<file path="src/rtl/dmem_pkg.sv">
// dmem_pkg
// Shared definitions for the data-memory store unit:
//   size_e     - store size, same encoding as the control unit's tam field
//   state_e    - store FSM states
//   BYTE_LANES - byte lanes in one memory word
//   align_off / is_misaligned - offset helpers used by the FSM and merge logic
package dmem_pkg;

    localparam int BYTE_LANES = 8;

    typedef enum logic [1:0] {
        SZ_D = 2'b00,
        SZ_W = 2'b01,
        SZ_H = 2'b10,
        SZ_B = 2'b11
    } size_e;

    typedef enum logic [2:0] {
        IDLE,
        RD,
        MRG,
        WR,
        DONE
    } state_e;

    // Force the byte offset down to the natural alignment of the access size.
    function automatic logic [2:0] align_off(input size_e sz, input logic [2:0] off);
        logic [2:0] r;
        case (sz)
            SZ_W:    r = {off[2], 2'b00};
            SZ_H:    r = {off[2:1], 1'b0};
            SZ_B:    r = off;
            default: r = 3'd0;
        endcase
        return r;
    endfunction

    function automatic logic is_misaligned(input size_e sz, input logic [2:0] off);
        logic r;
        case (sz)
            SZ_D:    r = (off != 3'd0);
            SZ_W:    r = (off[1:0] != 2'd0);
            SZ_H:    r = off[0];
            default: r = 1'b0;
        endcase
        return r;
    endfunction

endpackage

</file>
<file path="src/rtl/dmem_store_unit_if.sv">
// dmem_store_unit_if
// Request and memory-side signals of the store unit.
//   req/tam/addr/wdata   - store command from the control unit / datapath
//   busy/done            - status back to the control unit
//   misalign             - trap pulse, present only with STORE_MISALIGN_TRAP_EN
//   mem_addr/mem_rd/mem_rdata/mem_wr/mem_wdata - word-organised data memory
// Modports: slave = the store unit, master = requester plus memory.
interface dmem_store_unit_if #(
    parameter int ADDR_W = 64
);
    logic              req;
    logic [1:0]        tam;
    logic [ADDR_W-1:0] addr;
    logic [63:0]       wdata;
    logic              busy;
    logic              done;
`ifdef STORE_MISALIGN_TRAP_EN
    logic              misalign;
`endif
    logic [ADDR_W-4:0] mem_addr;
    logic              mem_rd;
    logic [63:0]       mem_rdata;
    logic              mem_wr;
    logic [63:0]       mem_wdata;

    modport slave (
        input  req, tam, addr, wdata, mem_rdata,
        output busy, done, mem_addr, mem_rd, mem_wr, mem_wdata
`ifdef STORE_MISALIGN_TRAP_EN
        , output misalign
`endif
    );

    modport master (
        output req, tam, addr, wdata, mem_rdata,
        input  busy, done, mem_addr, mem_rd, mem_wr, mem_wdata
`ifdef STORE_MISALIGN_TRAP_EN
        , input misalign
`endif
    );

endinterface

</file>
<file path="src/rtl/store_merge.sv">
// store_merge
// Combinational byte-lane merge for sub-word stores.
//   old_word - word read back from memory
//   wdata    - store data, low bytes used
//   size     - store size (size_e)
//   offset   - byte offset within the word, aligned here to the size
//   merged   - old_word with the selected lanes replaced (lane 0 = bits [7:0])
module store_merge
    import dmem_pkg::*;
(
    input  logic [63:0] old_word,
    input  logic [63:0] wdata,
    input  size_e       size,
    input  logic [2:0]  offset,
    output logic [63:0] merged
);

    logic [2:0] aoff;
    logic [3:0] nbytes;
    logic [2:0] j;

    always_comb begin
        aoff   = align_off(size, offset);
        nbytes = 4'd8;
        case (size)
            SZ_W:    nbytes = 4'd4;
            SZ_H:    nbytes = 4'd2;
            SZ_B:    nbytes = 4'd1;
            default: nbytes = 4'd8;
        endcase
        merged = old_word;
        j      = 3'd0;
        for (int i = 0; i < BYTE_LANES; i++) begin
            // Modulo-8 distance from the first replaced lane; lanes below aoff
            // wrap to >= 8-aoff, which is never < nbytes for aligned offsets.
            j = 3'(i) - aoff;
            if ({1'b0, j} < nbytes)
                merged[8*i +: 8] = wdata[8*j +: 8];
        end
    end

endmodule

</file>
<file path="src/rtl/dmem_store_unit.sv">
// dmem_store_unit
// Store responder between the multicycle control unit and the data memory.
// sd writes the word directly; sw/sh/sb read the word, merge the new lanes
// and write it back (RD -> MRG -> WR -> DONE).
// Ports:
//   clk   - rising-edge clock
//   reset - asynchronous, active-high
//   bus   - dmem_store_unit_if.slave (request, status and memory signals)
// Optional feature: define STORE_MISALIGN_TRAP_EN to drop misaligned
// requests with a one-cycle misalign/done pulse instead of force-aligning.
module dmem_store_unit
    import dmem_pkg::*;
#(
    parameter int ADDR_W = 64
) (
    input logic               clk,
    input logic               reset,
    dmem_store_unit_if.slave  bus
);

    state_e            state_q, state_d;
    logic [ADDR_W-1:0] addr_q, addr_d;
    size_e             tam_q, tam_d;
    logic [63:0]       wdata_q, wdata_d;
    logic [63:0]       wword_q, wword_d;
    logic [63:0]       merged;
`ifdef STORE_MISALIGN_TRAP_EN
    logic              misalign_q, misalign_d;
`endif

    store_merge u_merge (
        .old_word (bus.mem_rdata),
        .wdata    (wdata_q),
        .size     (tam_q),
        .offset   (addr_q[2:0]),
        .merged   (merged)
    );

    always_comb begin
        state_d = state_q;
        addr_d  = addr_q;
        tam_d   = tam_q;
        wdata_d = wdata_q;
        wword_d = wword_q;
`ifdef STORE_MISALIGN_TRAP_EN
        misalign_d = misalign_q;
`endif
        case (state_q)
            IDLE: begin
                if (bus.req) begin
                    addr_d  = bus.addr;
                    tam_d   = size_e'(bus.tam);
                    wdata_d = bus.wdata;
`ifdef STORE_MISALIGN_TRAP_EN
                    misalign_d = is_misaligned(size_e'(bus.tam), bus.addr[2:0]);
                    if (misalign_d) begin
                        state_d = DONE;
                    end else
`endif
                    if (size_e'(bus.tam) == SZ_D) begin
                        wword_d = bus.wdata;
                        state_d = WR;
                    end else begin
                        state_d = RD;
                    end
                end
            end
            RD:   state_d = MRG;
            MRG: begin
                // Read data is valid this cycle only; capture the merge now.
                wword_d = merged;
                state_d = WR;
            end
            WR:   state_d = DONE;
            DONE: state_d = IDLE;
            default: state_d = IDLE;
        endcase
    end

    always_ff @(posedge clk or posedge reset) begin
        if (reset) begin
            state_q <= IDLE;
            addr_q  <= '0;
            tam_q   <= SZ_D;
            wdata_q <= '0;
            wword_q <= '0;
`ifdef STORE_MISALIGN_TRAP_EN
            misalign_q <= 1'b0;
`endif
        end else begin
            state_q <= state_d;
            addr_q  <= addr_d;
            tam_q   <= tam_d;
            wdata_q <= wdata_d;
            wword_q <= wword_d;
`ifdef STORE_MISALIGN_TRAP_EN
            misalign_q <= misalign_d;
`endif
        end
    end

    // Moore outputs: strobes come from state alone, so an asynchronous reset
    // removes them immediately.
    assign bus.busy      = (state_q != IDLE);
    assign bus.done      = (state_q == DONE);
    assign bus.mem_rd    = (state_q == RD);
    assign bus.mem_wr    = (state_q == WR);
    assign bus.mem_addr  = addr_q[ADDR_W-1:3];
    assign bus.mem_wdata = wword_q;
`ifdef STORE_MISALIGN_TRAP_EN
    assign bus.misalign  = (state_q == DONE) && misalign_q;
`endif

endmodule
</file>
<file path="src/flat_wrapper.sv">
// flat-port wrapper written by rule: the top's interface ports become plain ports
module dmem_store_unit_flat import dmem_pkg::*;
#(
    parameter int ADDR_W = 64
)
  (clk, reset, bus_req, bus_tam, bus_addr, bus_wdata, bus_mem_rdata, bus_busy, bus_done, bus_mem_addr, bus_mem_rd, bus_mem_wr, bus_mem_wdata);
  dmem_store_unit_if #(.ADDR_W(ADDR_W)) bus_i ();
  input logic clk;
  input logic reset;
  input wire logic [$bits(bus_i.req)-1:0] bus_req;
  input wire logic [$bits(bus_i.tam)-1:0] bus_tam;
  input wire logic [$bits(bus_i.addr)-1:0] bus_addr;
  input wire logic [$bits(bus_i.wdata)-1:0] bus_wdata;
  input wire logic [$bits(bus_i.mem_rdata)-1:0] bus_mem_rdata;
  output wire logic [$bits(bus_i.busy)-1:0] bus_busy;
  output wire logic [$bits(bus_i.done)-1:0] bus_done;
  output wire logic [$bits(bus_i.mem_addr)-1:0] bus_mem_addr;
  output wire logic [$bits(bus_i.mem_rd)-1:0] bus_mem_rd;
  output wire logic [$bits(bus_i.mem_wr)-1:0] bus_mem_wr;
  output wire logic [$bits(bus_i.mem_wdata)-1:0] bus_mem_wdata;
  assign bus_i.req = bus_req;
  assign bus_i.tam = bus_tam;
  assign bus_i.addr = bus_addr;
  assign bus_i.wdata = bus_wdata;
  assign bus_i.mem_rdata = bus_mem_rdata;
  assign bus_busy = bus_i.busy;
  assign bus_done = bus_i.done;
  assign bus_mem_addr = bus_i.mem_addr;
  assign bus_mem_rd = bus_i.mem_rd;
  assign bus_mem_wr = bus_i.mem_wr;
  assign bus_mem_wdata = bus_i.mem_wdata;
  dmem_store_unit #(.ADDR_W(ADDR_W)) u_core (.clk(clk), .reset(reset), .bus(bus_i));
endmodule
</file>
<file path="config.mk">
export PLATFORM = sky130hd
export DESIGN_NAME = dmem_store_unit_flat
export DESIGN_NICKNAME = d
export VERILOG_FILES = /design/src/rtl/dmem_pkg.sv /design/src/rtl/dmem_store_unit_if.sv /design/src/rtl/store_merge.sv /design/src/rtl/dmem_store_unit.sv /design/src/flat_wrapper.sv
export SDC_FILE = /design/constraint.sdc
export NUM_CORES = 1
export LEC_CHECK = 0
export BUFFER_PORTS_ARGS = -buffer_cell sky130_fd_sc_hd__buf_2
export CAP_MARGIN = 20
export CORE_ASPECT_RATIO = 0.5
export CORE_MARGIN = 1.5
export CORE_UTILIZATION = 35
export DETAILED_ROUTE_END_ITERATION = 10
export SYNTH_ARGS = -nofsm -noshare
export SYNTH_HDL_FRONTEND = slang
export SYNTH_SLANG_ARGS = --single-unit
export TNS_END_PERCENT = 5
</file>
<file path="constraint.sdc">
create_clock -name clk -period 6.58 [get_ports clk]
set_input_delay 0 -clock clk [delete_from_list [all_inputs] [get_ports clk]]
set_output_delay 0 -clock clk [all_outputs]
set_load 0.03 [all_outputs]
</file>
==> impl_metrics.env <==
export IMPL_dieWidth_um=292
export IMPL_fill_cells=3860
export IMPL_gr_total_overflow=0
export IMPL_worstHoldEndpoint="u_core.state_q[0]"
export IMPL_rows=52
export IMPL_synth_most_common_cell="mux2i_1"
export IMPL_grt_max_degree=114
export IMPL_place_congestion=1.01
export IMPL_drv_cap=0
export IMPL_cts_root_buf="clkbuf_16"
export IMPL_ys_flop_type="dfrtp_1"
export IMPL_clock_skew_ns=0.0200
export IMPL_power_density_mw_per_mm2=593
export IMPL_register_area_mm2=0.00494
export IMPL_holdPathStages=3
export IMPL_wire_per_inst_um=22.4
export IMPL_initial_utilization_pct=35.8
export IMPL_worstPathMaxFanout=25
export IMPL_clockBufferDepth=2
export IMPL_synthToLayoutAreaGrowth_pct=26.5
export IMPL_use_met3_pct=6.84
export IMPL_ios=326
export IMPL_hp_start="bus_req"
export IMPL_avgSynthCellArea_um2=9.68
export IMPL_reg2reg_depth=10
export IMPL_drtIter0Drc=1081
export IMPL_grt_pass1_wl_mm=79.8
export IMPL_synth_top_area_cell="dfrtp_1"
export IMPL_path_clk_slew_ns=0.09
export IMPL_instances_no_fill=2383
export IMPL_synth_area_leaders="dfrtp_1 (34%), mux2i_1 (15%), mux2_2 (11%)"
export IMPL_finalNetCount=2039
export IMPL_drt_pass1_iterations=7
export IMPL_drv_slew=0
export IMPL_syn_nets=1716
export IMPL_grtUsageMet1_pct=29.2
export IMPL_finalHoldViolCount=0
export IMPL_grt_total_usage_pct=24.4
export IMPL_ant_nets=0
export IMPL_max_freq_ghz=0.222
export IMPL_first_global_vias=13300
export IMPL_cts_tree="yes"
export IMPL_drive_gt1_share_pct=29.6
export IMPL_drc=0
export IMPL_die_area_mm2=0.0429
export IMPL_synth_distinct_cells=65
export IMPL_syn_area_mm2=0.0146
export IMPL_crit_type="reg -> reg"
export IMPL_leakagePower_nw=8.36
export IMPL_ys_async_sr_fraction_pct=100
export IMPL_insertion_delay_ns=0.48
export IMPL_worstReg2RegEnd="u_core.bus.mem_wdata[33]"
export IMPL_syn_inst=1506
export IMPL_vias=13600
export IMPL_use_met2_pct=41.3
export IMPL_required_ns=6.94
export IMPL_rr_startpoint="u_core.tam_q[0]"
export IMPL_grt_busiest_layer="met2"
export IMPL_hpwl_mm=35.3
export IMPL_ir_worst_vdd_mv=0.251
export IMPL_synthTopCellsByCount="mux2i_1 (215), dfrtp_1 (197), mux2_2 (140)"
export IMPL_ys_warn_count=0
export IMPL_r2r_slack_ns=2.08
export IMPL_worstMarginPinSlew_ns=1.11
export IMPL_ctsResizeCount=0
export IMPL_fp_dieH_um=147
export IMPL_rsz0062_at_grt="no"
export IMPL_wirelength_mm=53.3
export IMPL_vias_per_cell=5.72
export IMPL_end_kind="flip-flop"
export IMPL_finalCriticalPeriod_ns=4.50
export IMPL_multiInputGateArea_mm2=0.00831
export IMPL_final_setup_viol_count=0
export IMPL_p_total_mw=10.9
export IMPL_clock_sinks=197
export IMPL_hp_class="in -> reg"
export IMPL_fin_crit_sh_pct=68.4
export IMPL_cts_buffers=17
export IMPL_arrival_ns=4.86
export IMPL_antenna_found_initial=2
export IMPL_placedCellCount=2154
export IMPL_core_mm2=0.0407
export IMPL_hold_buffers=196
export IMPL_htreeDepth=4
export IMPL_seq_area_frac_synth_pct=33.8
export IMPL_fin_tns_setup_ns=0
export IMPL_cts_setup_buffers=0
export IMPL_synth_top_area_share_pct=33.8
export IMPL_outcome="completed"
export IMPL_io_buffer_count=325
export IMPL_start_kind="flip-flop"
export IMPL_synth_edf_count=0
export IMPL_ys_ff_latch=197
export IMPL_relSlewSlack_pct=25.8
-- sequential cells by signal, summed over array words and instances, names as in the netlist --
signal and flops:
u_core.wdata_q 64, u_core.tam_q 2, u_core.state_q 3, u_core.bus.mem_wdata 64
u_core.addr_q 64
-- worst max-delay path: stages (launching register included) --
cell	delay [ns]
dfrtp_1	0.69
nand3_4	0.48
ha_1	0.45
xnor2_4	0.66
ha_1	0.38
a21o_1	0.16
a31oi_1	0.22
o211ai_1	0.31
o22ai_1	0.36
a211oi_1	0.09
dlygate4sd3_1	0.58
-- power by group --
group	switching, mW	total [mW]	internal [mW]
logic	3.90	6.70	2.80
clock network	0.580	1.11	0.527
registers	1.30	3.14	1.84
total	5.77	10.9	5.17
-- worst max path at each step --
stage,from,endpoint,cells after the start
6_report,u_core.tam_q[0],u_core.bus.mem_wdata[33],10
5_1_grt,u_core.tam_q[0],u_core.bus.mem_wdata[33],10
4_1_cts,u_core.tam_q[0],u_core.bus.mem_wdata[33],10
3_5_place_dp,u_core.tam_q[0],u_core.bus.mem_wdata[6],10
3_3_place_gp,u_core.tam_q[0],u_core.bus.mem_wdata[0],10
2_1_floorplan,reset,u_core.addr_q[0],1
-- metrics by stage --
stage                     setup WS, ns  instance area [um2]  hold slack, ns  util [%]
final                             2.08                18400           0.114      45.3
after global routing              1.88                18400           0.138      45.3
after CTS                         2.28                18400          0.0871      45.3
after detailed placement          2.40                15900           0.141      38.9
after global placement            2.44                15900           0.135      38.9
after floorplan                   1.21                14600           0.117         -
-- cells in the final DEF (no fill, tap or decap), drive strengths merged, types with 46 or more instances in the layout --
master         n
a211oi        86
dfrtp        197
inv           46
mux2         140
buf          343
nor2          59
mux2i        215
o21ai         55
dlygate4sd3  196
a21oi        139
-- kinds of logic after synthesis --
kind of cell	Yosys count	share of synthesized area, %
adder cells (fa/ha/maj)	13	1.12
buffers and inverters	276	9.41
multiplexers	367	27.4
AND/OR/NAND/NOR	166	5.46
flip-flops	197	33.8
AO/OA/AOI/OAI	484	22.3
XOR/XNOR	3	0.438
-- layer usage --
layer	share of wire [%]	vias up
met1	40	6748
met4	3.5	0
li1	-	6218
met5	0	-
met2	49	545
met3	7.6	115
-- cell type report --
cell class / count / share of cell area, %
Antenna cell: 1 / 0.0136
Multi-Input combinational cell: 1033 / 45.0
Clock buffer: 18 / 2.38
Inverter: 41 / 0.889
Sequential cell: 197 / 26.8
Tap cell: 540 / 3.66
Clock inverter: 14 / 0.964
Timing Repair Buffer: 539 / 20.3
Note: power is estimated with default switching activity, not from simulation.
